**src/rtl/sw_traceback_reader.sv**
```systemverilog
// Smith-Waterman traceback reader.
// Walks the direction words stored by the PE array backwards from the max-score
// cell and emits one alignment operation (M/I/D) per consumed cell.
// Optional build macro SW_TB_RLE_EN: merge consecutive identical operations into
// run-length transfers and expose the op_len port.
module sw_traceback_reader #(
   parameter int unsigned REF_LEN_WIDTH   = 10,
   parameter int unsigned QUERY_LEN_WIDTH = 10
) (
   input  logic                                     clk,
   input  logic                                     rst,
   input  logic                                     start,
   input  logic [REF_LEN_WIDTH-1:0]                 start_ref_pos,
   input  logic [QUERY_LEN_WIDTH-1:0]               start_query_pos,
   output logic                                     busy,
   output logic                                     done,
   output logic [REF_LEN_WIDTH-1:0]                 end_ref_pos,
   output logic [QUERY_LEN_WIDTH-1:0]               end_query_pos,
   output logic                                     rd_en,
   output logic [QUERY_LEN_WIDTH+REF_LEN_WIDTH-1:0] rd_addr,
   input  logic [3:0]                               rd_data,
   output logic                                     op_valid,
   input  logic                                     op_ready,
   output logic [1:0]                               op_code
`ifdef SW_TB_RLE_EN
   ,
   output logic [REF_LEN_WIDTH-1:0]                 op_len
`endif
);

   typedef enum logic [2:0] {
      S_IDLE,
      S_RD,
      S_WT,
      S_EVAL,
      S_EMIT,
      S_FIN
   } state_t;

   typedef enum logic [1:0] {
      MAT_H,
      MAT_E,
      MAT_F
   } mat_t;

   localparam logic [1:0] OP_M = 2'd0;
   localparam logic [1:0] OP_I = 2'd1;
   localparam logic [1:0] OP_D = 2'd2;

   localparam logic [1:0] DIR_ZERO  = 2'd0;
   localparam logic [1:0] DIR_VER   = 2'd1;
   localparam logic [1:0] DIR_HOR   = 2'd2;
   localparam logic [1:0] DIR_MATCH = 2'd3;

   state_t                     state;
   mat_t                       mat;
   logic [QUERY_LEN_WIDTH-1:0] q;
   logic [REF_LEN_WIDTH-1:0]   r;
   logic [QUERY_LEN_WIDTH-1:0] last_q;
   logic [REF_LEN_WIDTH-1:0]   last_r;
   logic [3:0]                 dir_reg;
   logic                       fin_pend;

`ifdef SW_TB_RLE_EN
   localparam logic [REF_LEN_WIDTH-1:0] RUN_MAX = '1;
   logic [1:0]               run_code;
   logic [REF_LEN_WIDTH-1:0] run_len;
`endif

   // Decode of the latched direction word for the current matrix
   logic                       has_op;
   logic                       walk_end;
   logic [1:0]                 cell_op;
   mat_t                       mat_nxt;
   logic [QUERY_LEN_WIDTH-1:0] q_nxt;
   logic [REF_LEN_WIDTH-1:0]   r_nxt;

   // Decide the op for this cell, the next matrix and the next coordinates
   always_comb begin
      has_op   = 1'b0;
      walk_end = 1'b0;
      cell_op  = OP_M;
      mat_nxt  = mat;
      q_nxt    = q;
      r_nxt    = r;
      unique case (mat)
         MAT_H: begin
            unique case (dir_reg[1:0])
               DIR_ZERO:  walk_end = 1'b1;
               DIR_VER:   mat_nxt = MAT_F;
               DIR_HOR:   mat_nxt = MAT_E;
               DIR_MATCH: begin
                  has_op  = 1'b1;
                  cell_op = OP_M;
               end
               default: ;
            endcase
         end
         MAT_F: begin
            has_op  = 1'b1;
            cell_op = OP_I;
            mat_nxt = dir_reg[2] ? MAT_H : MAT_F;
         end
         MAT_E: begin
            has_op  = 1'b1;
            cell_op = OP_D;
            mat_nxt = dir_reg[3] ? MAT_H : MAT_E;
         end
         default: ;
      endcase
      // Step back; an index already at 0 terminates the walk instead of wrapping
      if (has_op) begin
         unique case (cell_op)
            OP_M: begin
               if (q == '0 || r == '0) walk_end = 1'b1;
               else begin
                  q_nxt = q - 1'b1;
                  r_nxt = r - 1'b1;
               end
            end
            OP_I: begin
               if (q == '0) walk_end = 1'b1;
               else q_nxt = q - 1'b1;
            end
            OP_D: begin
               if (r == '0) walk_end = 1'b1;
               else r_nxt = r - 1'b1;
            end
            default: ;
         endcase
      end
   end

   // Traceback FSM with registered outputs
   always_ff @(posedge clk) begin
      if (rst) begin
         state         <= S_IDLE;
         mat           <= MAT_H;
         q             <= '0;
         r             <= '0;
         last_q        <= '0;
         last_r        <= '0;
         dir_reg       <= '0;
         fin_pend      <= 1'b0;
         busy          <= 1'b0;
         done          <= 1'b0;
         end_ref_pos   <= '0;
         end_query_pos <= '0;
         rd_en         <= 1'b0;
         rd_addr       <= '0;
         op_valid      <= 1'b0;
         op_code       <= '0;
`ifdef SW_TB_RLE_EN
         op_len        <= '0;
         run_code      <= '0;
         run_len       <= '0;
`endif
      end else begin
         done  <= 1'b0;
         rd_en <= 1'b0;
         unique case (state)
            S_IDLE: begin
               if (start) begin
                  q       <= start_query_pos;
                  r       <= start_ref_pos;
                  last_q  <= start_query_pos;
                  last_r  <= start_ref_pos;
                  mat     <= MAT_H;
                  busy    <= 1'b1;
                  rd_en   <= 1'b1;
                  rd_addr <= {start_query_pos, start_ref_pos};
`ifdef SW_TB_RLE_EN
                  run_len <= '0;
`endif
                  state   <= S_RD;
               end
            end
            S_RD: state <= S_WT;
            S_WT: begin
               dir_reg <= rd_data;
               state   <= S_EVAL;
            end
            S_EVAL: begin
               mat <= mat_nxt;
               if (has_op) begin
                  q      <= q_nxt;
                  r      <= r_nxt;
                  last_q <= q;
                  last_r <= r;
               end
`ifdef SW_TB_RLE_EN
               if (has_op) begin
                  if (run_len != '0 && (run_code != cell_op || run_len == RUN_MAX)) begin
                     // Close the current run; this cell opens the next one
                     op_valid <= 1'b1;
                     op_code  <= run_code;
                     op_len   <= run_len;
                     run_code <= cell_op;
                     run_len  <= REF_LEN_WIDTH'(1);
                     fin_pend <= walk_end;
                     state    <= S_EMIT;
                  end else if (walk_end) begin
                     op_valid <= 1'b1;
                     op_code  <= cell_op;
                     op_len   <= run_len + 1'b1;
                     run_len  <= '0;
                     fin_pend <= 1'b1;
                     state    <= S_EMIT;
                  end else begin
                     run_code <= cell_op;
                     run_len  <= run_len + 1'b1;
                     rd_en    <= 1'b1;
                     rd_addr  <= {q_nxt, r_nxt};
                     state    <= S_RD;
                  end
               end else if (walk_end) begin
                  if (run_len != '0) begin
                     op_valid <= 1'b1;
                     op_code  <= run_code;
                     op_len   <= run_len;
                     run_len  <= '0;
                     fin_pend <= 1'b1;
                     state    <= S_EMIT;
                  end else begin
                     state <= S_FIN;
                  end
               end
`else
               if (has_op) begin
                  op_valid <= 1'b1;
                  op_code  <= cell_op;
                  fin_pend <= walk_end;
                  state    <= S_EMIT;
               end else if (walk_end) begin
                  state <= S_FIN;
               end
`endif
            end
            S_EMIT: begin
               if (op_ready) begin
`ifdef SW_TB_RLE_EN
                  if (fin_pend && run_len != '0) begin
                     // Flush the run left open by the terminating cell
                     op_code <= run_code;
                     op_len  <= run_len;
                     run_len <= '0;
                  end else begin
                     op_valid <= 1'b0;
                     if (fin_pend) state <= S_FIN;
                     else begin
                        rd_en   <= 1'b1;
                        rd_addr <= {q, r};
                        state   <= S_RD;
                     end
                  end
`else
                  op_valid <= 1'b0;
                  if (fin_pend) state <= S_FIN;
                  else begin
                     rd_en   <= 1'b1;
                     rd_addr <= {q, r};
                     state   <= S_RD;
                  end
`endif
               end
            end
            S_FIN: begin
               done          <= 1'b1;
               busy          <= 1'b0;
               end_query_pos <= last_q;
               end_ref_pos   <= last_r;
               state         <= S_IDLE;
            end
            default: state <= S_IDLE;
         endcase
      end
   end

endmodule

```
**config.mk**
```make
export PLATFORM = sky130hd
export DESIGN_NAME = sw_traceback_reader
export DESIGN_NICKNAME = d
export VERILOG_FILES = /design/src/rtl/sw_traceback_reader.sv
export SDC_FILE = /design/constraint.sdc
export NUM_CORES = 1
export LEC_CHECK = 0
export ABC_AREA = 0
export CAP_MARGIN = 20
export CORE_MARGIN = 3
export CORE_UTILIZATION = 58
export CTS_CLUSTER_SIZE = 30
export DETAILED_ROUTE_END_ITERATION = 12
export PLACE_DENSITY = 0.85
export SLEW_MARGIN = 20
export SYNTH_ARGS = -nofsm -noshare
export SYNTH_HDL_FRONTEND = slang
export SYNTH_SLANG_ARGS = --single-unit
```
**constraint.sdc**
```tcl
create_clock -name clk -period 3.35 [get_ports clk]
set_clock_uncertainty 0.1 [all_clocks]
set_input_delay 0.5025 -clock clk [delete_from_list [all_inputs] [get_ports clk]]
set_output_delay 0.5025 -clock clk [all_outputs]
set_load 0.02 [all_outputs]
```
==> impl_results.md, run 1 <==
* First-pass GRT wire length at 19300 um
* Setup Buffers After CTS at 0
* I/O pin count at 74
* DP Area at roughly 5400 um2
* Total global routing overflow at 0
* Initial Utilization at 0.602
* Reg clk slew, reported paths at 0.10 ns
* Mapped Area at roughly 4700 um2
* TNS Setup at 0 ns
* Post-synthesis async set-or-reset flop share at 0
* H-tree levels at 3
* Reg2Reg Capture Point: q[5]$_SDFFE_PP0P_
* Syn Inst Count at 566
* Nets at 656
* Netlist cell types at 55
* Flop pwr share at 0.467
* R2r setup slk at about 0.54 ns
* Cell Pwr Density at 536 nW/um2
* Share of the synthesized area in the top cell type at 0.411
* Layout Utilization at 0.721
* Clk pwr share at 0.243
* Site Rows at 32
* Critical Path Sink Type: flop
* GRT Total Usage at 0.263
* Fin. Hold Viols at 0
* Seq/Total Area, Yosys at 0.411
* Fin crit share at 0.839
* End of the critical path: q[5]$_SDFFE_PP0P_
* Max_slew headroom at 0.499
* Synth warnings at 0
* Switch Pwr at roughly 1.1 mW
* CTS buffer count at 9
* WL/cell at between 15 and 20 um
* Worst ir drop on vdd at a little under 0.3 mV
* Final ANT Viol Nets at 0
* Synthesized flop and latch total at 96
* Worst Path Required at between 3 and 4 ns
* Setup ws final at around 0.54 ns
* Combinational power share at 0.290
* Synth Net Count at around 600
* Post-CTS resize count at 0
* Crit path launch: mat[0]$_SDFFE_PP0P_
* Max stage delay on crit path at between 0.5 and 0.6 ns
* Clock Tree Buf Depth at 2
* Share of layout cells above drive strength 1 at 0.0770
* Slew at the pin closest to its max-slew limit at 0.749 ns
* Pre-antenna DRT Iters at 7
* Routability congestion estimate at a little under 0.9
* Dominant cell type by area after synthesis: dfxtp_1
* DRC viols at 0
* Hold WS at 0.359 ns
* Vias in the first global route at approximately 4200
* Area grow syn2layout at 19.8%
* Core area at roughly 7800 um2
* Clk_lat worst skew at 0.36 ns
* Clock root cell: clkbuf_8
* Clock sinks at 96
* Unrepaired setup endpoints after global routing: false
* Final Critical Period at between 2 and 3 ns
* Max cap viols at 0
* Sw Ratio at 0.361
* # port buffers at 73
* Fmax at 356 MHz
* Final Slew Violations at 0
* Leakage at a little under 2 nW
* Full die area at between 9000 and 10000 um2
* Setup CP Type: flop to flop
* Top cells by count, synth: 99 x nand2_1, 96 x dfxtp_1, 80 x nor2_1, 40 x a21oi_1, 32 x mux2i_1
* Final Setup Violations at 0
* HPWL Detailed at a little over 8000 um
* EDFF count, synth at 0
* Critical Path, Cell by Cell: inv_1 -> ha_1 -> a31oi_1 -> nor4_1 -> nor4b_4 -> o21ai_0 -> a21oi_1 -> nor3_1
* Chip height at around 96 um
* CP Launch Type: flop
* Biggest register: rd_addr
* Reg2Reg Depth at 8
* Hold crit path type: flop to flop
* Critical path arrival at 2.94 ns
* Int Power at roughly 1.9 mW
* DP Worst Slack at 0.531 ns
* Status: complete, no violations
* Synth top area cells: dfxtp_1 41%, nand2_1 7.9%, mux2i_1 6.9%
* Design area at around 5600 um2
* Hold-fix buffers at CTS at 0
* ANT cells at 0
* Routed WL at between 10000 and 15000 um
* Iteration-0 DRC Markers at approximately 370
* Vias per cell at between 5 and 6
* Max FO, Critical Path at 12
* CTS tree: done
* Largest net degree at the start of global routing at between 40 and 50
* Max FFs per register at 20
* Critical R2R Launch: mat[0]$_SDFFE_PP0P_
* CP max-delay cell: nor4b_4
* Syn Area/Cell at 8.26 um2
* Ys flop type: dfxtp_1
* DR vias at 4312
* Die Width at around 96 um
* Most frequent cell after synthesis: nand2_1
* Initial antenna violation count at 0
[power by group through the flow]
stage / sequential (mW) / clock, mW / combinational [mW]
finish: 1.40 / 0.729 / 0.872
global route: 1.42 / 0.779 / 0.968
CTS: 1.40 / 0.740 / 0.869
detailed placement: 1.43 / 0 / 0.862
global placement: 1.42 / 0 / 0.836
floorplan: 1.42 / 0 / 0.604
[how the worst min path moves through the flow]
stage | startpoint | end | slack, ns | depth (start not counted)
after floorplan | last_q[0]$_SDFFE_PP0P_ | end_query_pos[0]$_SDFFE_PP0P_ | 0.33 | 2
after CTS | last_r[9]$_SDFFE_PP0P_ | end_ref_pos[9]$_SDFFE_PP0P_ | 0.36 | 2
final | last_r[8]$_SDFFE_PP0P_ | end_ref_pos[8]$_SDFFE_PP0P_ | 0.36 | 2
after detailed placement | last_r[5]$_SDFFE_PP0P_ | end_ref_pos[5]$_SDFFE_PP0P_ | 0.35 | 2
after global routing | last_r[9]$_SDFFE_PP0P_ | end_ref_pos[9]$_SDFFE_PP0P_ | 0.38 | 2
after global placement | last_r[8]$_SDFFE_PP0P_ | end_ref_pos[8]$_SDFFE_PP0P_ | 0.34 | 2
[routing by layer]
layer / routed length (um) / global-route usage / up-vias
met4: 286 / 0.105 / 0
li1: - / - / 2106
met2: 5830 / 0.466 / 167
met3: 590 / 0.0344 / 33
met1: 4770 / 0.323 / 2006
met5: 0 / 0 / -
[layout by cell type, fill, tap and decap left out, drive strengths merged, types with 2 or more instances in the layout]
cell type      instances
or4b                   2
o31ai                  6
a311oi                19
dfxtp                 96
o211ai                 2
mux2i                 32
and2                   2
a21oi                 40
clkbuf                 9
nand2b                 6
nor4b                  2
nand3                  5
a31o                   2
o21ai                 24
o22ai                  2
a31oi                  2
nand2                 99
buf                   16
a22oi                  8
or4                    4
ha                    10
a211oi                23
nor2                  81
nor3b                  3
nor4                   6
nor3                   9
or3                    2
inv                   16
a2111oi                4
o311ai                 2
and3b                  2
nand3b                 4
clkdlybuf4s50         72
[stage by stage]
stage	cells	power [mW]
detailed placement	709	2.29
global route	725	3.17
floorplan	566	2.02
finish	725	3.00
global placement	709	2.25
CTS	725	3.01
[cells by family after synthesis]
| logic type | after synthesis | share of synthesized area |
|---|---|---|
| compound gates | 138 | 0.200 |
| xor+xnor | 2 | 0.00375 |
| fa+ha+maj | 10 | 0.0268 |
| buf+inv | 58 | 0.0589 |
| flops | 96 | 0.411 |
| mux | 32 | 0.0685 |
| simple gates | 230 | 0.230 |
[final cells by class]
| type | count | area (um2) |
|---|---|---|
| timing repair buffer | 88 | 838 |
| multi-input combinational | 412 | 2490 |
| clock buffer | 9 | 124 |
| sequential | 96 | 1920 |
| inverter | 11 | 41.3 |
| clock inverter | 7 | 58.8 |
| tap | 102 | 128 |
| fill | 603 | 2170 |
[worst max-delay path: cells and delay by family, from the launching register on]
family                     cells  cell delay (ns)
and+or+nand+nor                3             0.95
AOI/OAI and AO/OA              3             0.57
adders and majority gates      1             0.55
DFF                            1             0.40
buffers and inverters          1             0.11
Note: power is estimated with default switching activity, not from simulation.
==> run 2, diff against run 1 <==
CORE_UTILIZATION = 54   (was 58)
PLACE_DENSITY = 0.8   (was 0.85)
clock period = 2.83 ns   (was 3.35 ns; I/O delays follow)
==> impl_results.md, run 2 (same netlist as run 1, synthesis figures left out) <==
* Status: complete, no violations
* Switch Pwr at 1.26 mW (+16%)
* Commonest non-fill, non-tap cell in the layout: nand2_1
* H-tree levels at 3 (unchanged)
* Hold-fix buffers at CTS at 0 (unchanged)
* Vias in the first global route at 4092 (-2.5%)
* CTS tree: done
* Max FO, Critical Path at 9 (-3)
* Pre-antenna DRT Iters at 5 (-2)
* DRC viols at 0 (unchanged)
* Hold path cells at 2 (unchanged)
* GRT Total Usage at 0.240 (-0.0235)
* R2r setup slk at 0.34 ns (-0.20 ns)
* Clk_lat worst skew at 0.36 ns (about the same)
* Max FFs per register at 20 (unchanged)
* HPWL Detailed at 8310 um (+2.2%)
* Chip height at 99.0 um (+3.4%)
* Clock Tree Buf Depth at 2 (unchanged)
* Clock root cell: clkbuf_8
* CP Launch Type: flop
* Total global routing overflow at 0 (unchanged)
* Max cap viols at 0 (unchanged)
* Vias per cell at 5.89 (-0.99%)
* Leakage at 1.95 nW (-0.99%)
* TNS Setup at 0 ns (unchanged)
* Sw Ratio at 0.358 (-0.00283)
* Final ANT Viol Nets at 0 (unchanged)
* Largest net degree at the start of global routing at 43 (+4.9%)
* Full die area at 9810 um2 (+6.9%)
* Core area at 8300 um2 (+6.8%)
* ANT cells at 0 (unchanged)
* Final Setup Violations at 0 (unchanged)
* Critical path arrival at 2.64 ns (-0.30 ns)
* Initial antenna violation count at 0 (unchanged)
* Most frequent cells in the layout: 99 x nand2_1, 96 x dfxtp_1, 80 x nor2_1
* Layout Utilization at 0.675 (-0.0457)
* Share of layout cells above drive strength 1 at 0.0756 (-0.00148)
* DR vias at 4281 (-0.72%)
* Worst Path Required at 2.98 ns (-0.50 ns)
* Cell Pwr Density at 627 nW/um2 (+17%)
* Initial Utilization at 0.563 (-0.0386)
* Worst ir drop on vdd at 0.279 mV (-5.7%)
* Final Slew Violations at 0 (unchanged)
* Fill count at 718 (+19%)
* Clk pwr share at 0.232 (-0.011)
* Crit path launch: r[0]$_SDFFE_PP0P_
* Max_slew headroom at 0.454 (-0.0458)
* Critical Path Sink Type: flop
* Slew at the pin closest to its max-slew limit at 0.818 ns (+0.0686 ns)
* Int Power at 2.26 mW (+18%)
* Iteration-0 DRC Markers at 242 (-35%)
* Routed WL at 11600 um (+1.5%)
* End of the critical path: q[8]$_SDFFE_PP0P_
* Fmax at 402 MHz (+13%)
* Hold crit path type: primary input to flop
* Post-CTS resize count at 0 (unchanged)
* Nets at 656 (unchanged)
* Critical R2R Launch: r[0]$_SDFFE_PP0P_
* Reg clk slew, reported paths at 0.09 ns (about the same)
* Reg2Reg Depth at 8 (unchanged)
* Reg2Reg Capture Point: q[8]$_SDFFE_PP0P_
* WL/cell at 16.0 um (+1.2%)
* Fin crit share at 0.880 (+0.0405)
* Flop pwr share at 0.473 (+0.006)
* Clock sinks at 96 (unchanged)
* I/O pin count at 74 (unchanged)
* Site Rows at 33 (+3.1%)
* Routability congestion estimate at 0.904 (+2.4%)
* Setup Buffers After CTS at 0 (unchanged)
* Biggest register: rd_addr
* Unrepaired setup endpoints after global routing: false
* Setup CP Type: flop to flop
* Area grow syn2layout at 19.9% (about the same)
* Fin. Hold Viols at 0 (unchanged)
* CTS buffer count at 9 (unchanged)
* # port buffers at 73 (unchanged)
* Combinational power share at 0.295 (+0.005)
* First-pass GRT wire length at 19400 um (+0.21%)
* Die Width at 99.0 um (+3.4%)
* Final Critical Period at 2.49 ns (-0.322 ns)
[run 2: routing by layer]
metal  track usage  vias to the layer above  share of wire
met1         0.298                     2005           0.44
li1              -                     2103              -
met2         0.420                      150           0.49
met5             0                        -              0
met4        0.0693                        0          0.020
met3        0.0488                       23          0.051
[run 2: how the worst min path moves through the flow]
stage | from | endpoint | slack (ns)
floorplan | last_q[0]$_SDFFE_PP0P_ | end_query_pos[0]$_SDFFE_PP0P_ | 0.33
CTS | rst | last_q[7]$_SDFFE_PP0P_ | 0.25
detailed placement | end_ref_pos[4]$_SDFFE_PP0P_ | end_ref_pos[4]$_SDFFE_PP0P_ | 0.35
global route | rst | last_q[7]$_SDFFE_PP0P_ | 0.25
finish | rst | last_q[7]$_SDFFE_PP0P_ | 0.25
global placement | last_r[3]$_SDFFE_PP0P_ | end_ref_pos[3]$_SDFFE_PP0P_ | 0.34
[run 2: worst max-delay path, stage by stage, from the launching register on]
cell     delay (ns)
dfxtp_1        0.38
inv_1          0.12
ha_1           0.15
or4b_2         0.65
nor4_2         0.29
nor4b_4        0.14
nor2_8         0.24
mux2i_1        0.23
o21ai_1        0.08
[run 2: area by class of cell]
| type | instances | area (um2) | share of cell area |
|---|---|---|---|
| clock buffers | 9 | 124 | 0.0221 |
| inverters | 11 | 41.3 | 0.00737 |
| repair buffers | 88 | 851 | 0.152 |
| multi-input cells | 412 | 2490 | 0.444 |
| clock inverters | 6 | 46.3 | 0.00826 |
| flip-flops and latches | 96 | 1920 | 0.343 |
| well taps | 105 | 131 | 0.0234 |
[run 2: power by group through the flow]
stage / clock network (mW) / registers (mW) / logic, mW
after detailed placement: 0 / 1.69 / 1.03
after CTS: 0.828 / 1.66 / 1.03
final: 0.815 / 1.66 / 1.04
after global routing: 0.888 / 1.68 / 1.15
after floorplan: 0 / 1.68 / 0.715
after global placement: 0 / 1.68 / 1.00
[run 2: metrics by stage]
| stage | worst slack [ns] | total power [mW] | hold WS (ns) | cells | area, um2 |
|---|---|---|---|---|---|
| 5_1_grt | 0.145 | 3.72 | 0.251 | 727 | 5600 |
| 3_5_place_dp | 0.317 | 2.72 | 0.346 | 712 | 5430 |
| 6_report | 0.340 | 3.52 | 0.248 | 727 | 5600 |
| 4_1_cts | 0.360 | 3.52 | 0.247 | 727 | 5600 |
| 2_1_floorplan | 0.536 | 2.39 | 0.332 | 566 | 4670 |
| 3_3_place_gp | 0.406 | 2.68 | 0.345 | 712 | 5430 |
==> run 3, diff against run 2 <==
CORE_MARGIN = 4   (was 3)
SLEW_MARGIN = 25   (was 20)
==> impl_results.md, run 3 (same netlist as run 1, synthesis figures left out) <==
* GRT Total Usage at 0.242 (+0.00249)
* Leakage at 1.98 nW (+1.5%)
* Min-delay src: end_query_pos[9]$_SDFFE_PP0P_
* Critical Path Sink Type: flop
* First-pass GRT wire length at 20000 um (+3.5%)
* TNS Setup at 0 ns (unchanged)
* DRC viols at 0 (unchanged)
* Die Width at 101 um (+2.0%)
* Clk pwr share at 0.251 (+0.019)
* # port buffers at 73 (unchanged)
* Routed WL at 12100 um (+3.9%)
* Hold path cells at 2 (unchanged)
* Total global routing overflow at 0 (unchanged)
* Combinational power share at 0.290 (-0.005)
* Final Slew Violations at 0 (unchanged)
* Critical path arrival at 2.65 ns (about the same)
* Clock Tree Buf Depth at 2 (unchanged)
* Initial antenna violation count at 0 (unchanged)
* Commonest non-fill, non-tap cell in the layout: nand2_1
* Unrepaired setup endpoints after global routing: false
* Full die area at 10200 um2 (+4.1%)
* Flop pwr share at 0.459 (-0.014)
* Hold-fix buffers at CTS at 0 (unchanged)
* Routability congestion estimate at 0.924 (+2.2%)
* Max FO, Critical Path at 6 (-3)
* Area grow syn2layout at 20.8%
* Setup CP Type: flop to flop
* Clk_lat worst skew at 0.37 ns (about the same)
* Cell mode on critical path: nor2_1
* Nets at 657 (+0.15%)
* Max cap viols at 0 (unchanged)
* CP Launch Type: flop
* Final Setup Violations at 0 (unchanged)
* ANT cells at 0 (unchanged)
* Reg2Reg Capture Point: fin_pend$_SDFFE_PP0P_
* Setup Buffers After CTS at 0 (unchanged)
* DR vias at 4334 (+1.2%)
* CTS tree: done
* CTS buffer count at 9 (unchanged)
* Final Critical Period at 2.48 ns (-0.0121 ns)
* CP Buf/Inv Count at 1 (unchanged)
* Worst Path Required at 3.01 ns (+0.03 ns)
* Iteration-0 DRC Markers at 178 (-26%)
* Switch Pwr at 1.26 mW (+0.33%)
* Setup ws final at 0.352 ns (+0.0121 ns)
* Hold path endpoint: end_query_pos[9]$_SDFFE_PP0P_
* Critical Path, Cell by Cell: inv_1 -> ha_1 -> or4b_2 -> a2111oi_0 -> nor2_1 -> a21oi_1 -> nor2_1 -> a211oi_1
* Vias in the first global route at 4214 (+3.0%)
* Reg clk slew, reported paths at 0.10 ns (about the same)
* CP max-delay cell: or4b_2
* Vias per cell at 5.95 (+1.1%)
* Max_slew headroom at 0.475 (+0.0211)
* Crit path depth at 8 (unchanged)
* Clock root cell: clkbuf_8
* Most frequent cells in the layout: 99 x nand2_1, 96 x dfxtp_1, 80 x nor2_1
* Int Power at 2.35 mW (+4.2%)
* Pre-antenna DRT Iters at 5 (unchanged)
* Biggest register: rd_addr
* Worst ir drop on vdd at 0.351 mV (+26%)
* WL/cell at 16.6 um (+3.8%)
* Clock sinks at 96 (unchanged)
* Sw Ratio at 0.349 (-0.00865)
* Fin crit share at 0.876 (-0.00427)
* Reg2Reg Depth at 8 (unchanged)
* H-tree levels at 3 (unchanged)
* Share of layout cells above drive strength 1 at 0.0770 (+0.00148)
* Initial Utilization at 0.563 (unchanged)
* Post-CTS resize count at 0 (unchanged)
* Fill count at 727 (+1.3%)
* HPWL Detailed at 8710 um (+4.9%)
* R2r setup slk at 0.35 ns (about the same)
* Core area at 8300 um2 (unchanged)
* Cell Pwr Density at 640 nW/um2 (+2.1%)
* Max FFs per register at 20 (unchanged)
* Fin. Hold Viols at 0 (unchanged)
* I/O pin count at 74 (unchanged)
* Status: complete, no violations
* DP Worst Slack at 0.373 ns (+0.0562 ns)
* Cell family with most CP delay: compound AO/OA/AOI/OAI gates
* Fmax at 404 MHz (+0.49%)
* Site Rows at 33 (unchanged)
* Chip height at 101 um (+2.0%)
* Hold crit path type: flop to flop
* Slew at the pin closest to its max-slew limit at 0.786 ns (-0.0315 ns)
* Critical R2R Launch: r[0]$_SDFFE_PP0P_
* Hold WS at 0.359 ns (+0.110 ns)
* Max stage delay on crit path at 0.65 ns (about the same)
* Largest net degree at the start of global routing at 43 (unchanged)
* Final ANT Viol Nets at 0 (unchanged)
## run 3: changes by cell type in the layout (fill, tap and decap cells not counted), sizes merged
cell | before | now
buf | 16 | 17
bufinv | 0 | 1
clkinv | 0 | 1
clkinvlp | 5 | 2
inv | 12 | 13
## run 3: final cells by class
| type | count | area (um2) | share of cell area |
|---|---|---|---|
| sequential | 96 | 1920 | 0.340 |
| tap | 105 | 131 | 0.0233 |
| clock inverter | 6 | 67.6 | 0.0120 |
| clock buffer | 9 | 124 | 0.0219 |
| inverter | 11 | 41.3 | 0.00731 |
| timing repair buffer | 89 | 871 | 0.154 |
| multi-input combinational | 412 | 2490 | 0.441 |
## run 3: routing by layer
layer / track usage / share of wire / up-vias
li1: - / - / 2101
met1: 0.294 / 0.41 / 2037
met2: 0.420 / 0.50 / 155
met3: 0.0346 / 0.054 / 41
met4: 0.116 / 0.036 / 0
met5: 0 / 0 / -
## run 3: worst max-delay path by stage
| stage | startpoint | to | slack [ns] |
|---|---|---|---|
| after floorplan | mat[0]$_SDFFE_PP0P_ | last_q[1]$_SDFFE_PP0P_ | 0.54 |
| after global placement | start | r[8]$_SDFFE_PP0P_ | 0.39 |
| after detailed placement | start | r[8]$_SDFFE_PP0P_ | 0.37 |
| after CTS | r[0]$_SDFFE_PP0P_ | fin_pend$_SDFFE_PP0P_ | 0.36 |
| after global routing | r[0]$_SDFFE_PP0P_ | fin_pend$_SDFFE_PP0P_ | 0.15 |
| final | r[0]$_SDFFE_PP0P_ | fin_pend$_SDFFE_PP0P_ | 0.35 |
## run 3: tightest hold or removal path: cells and delay by family (launching register included)
| family | cells | cell delay, ns |
|---|---|---|
| and+or+nand+nor | 1 | 0.05 |
| AOI/OAI and AO/OA | 1 | 0.05 |
| DFF | 1 | 0.32 |
## run 3: power groups by stage
stage	combinational [mW]	sequential, mW	clock (mW)
6_report	1.05	1.66	0.909
5_1_grt	1.16	1.68	0.976
4_1_cts	1.05	1.66	0.921
3_5_place_dp	1.04	1.69	0
3_3_place_gp	1.01	1.68	0
2_1_floorplan	0.715	1.68	0
## run 3: metrics by stage
step                power, mW  cell area [um2]  instances  utilization
floorplan                2.39             4670        566            -
finish                   3.62             5650        728        0.680
CTS                      3.62             5650        728        0.680
detailed placement       2.73             5450        713        0.657
global route             3.82             5650        728        0.680
global placement         2.69             5450        713        0.657
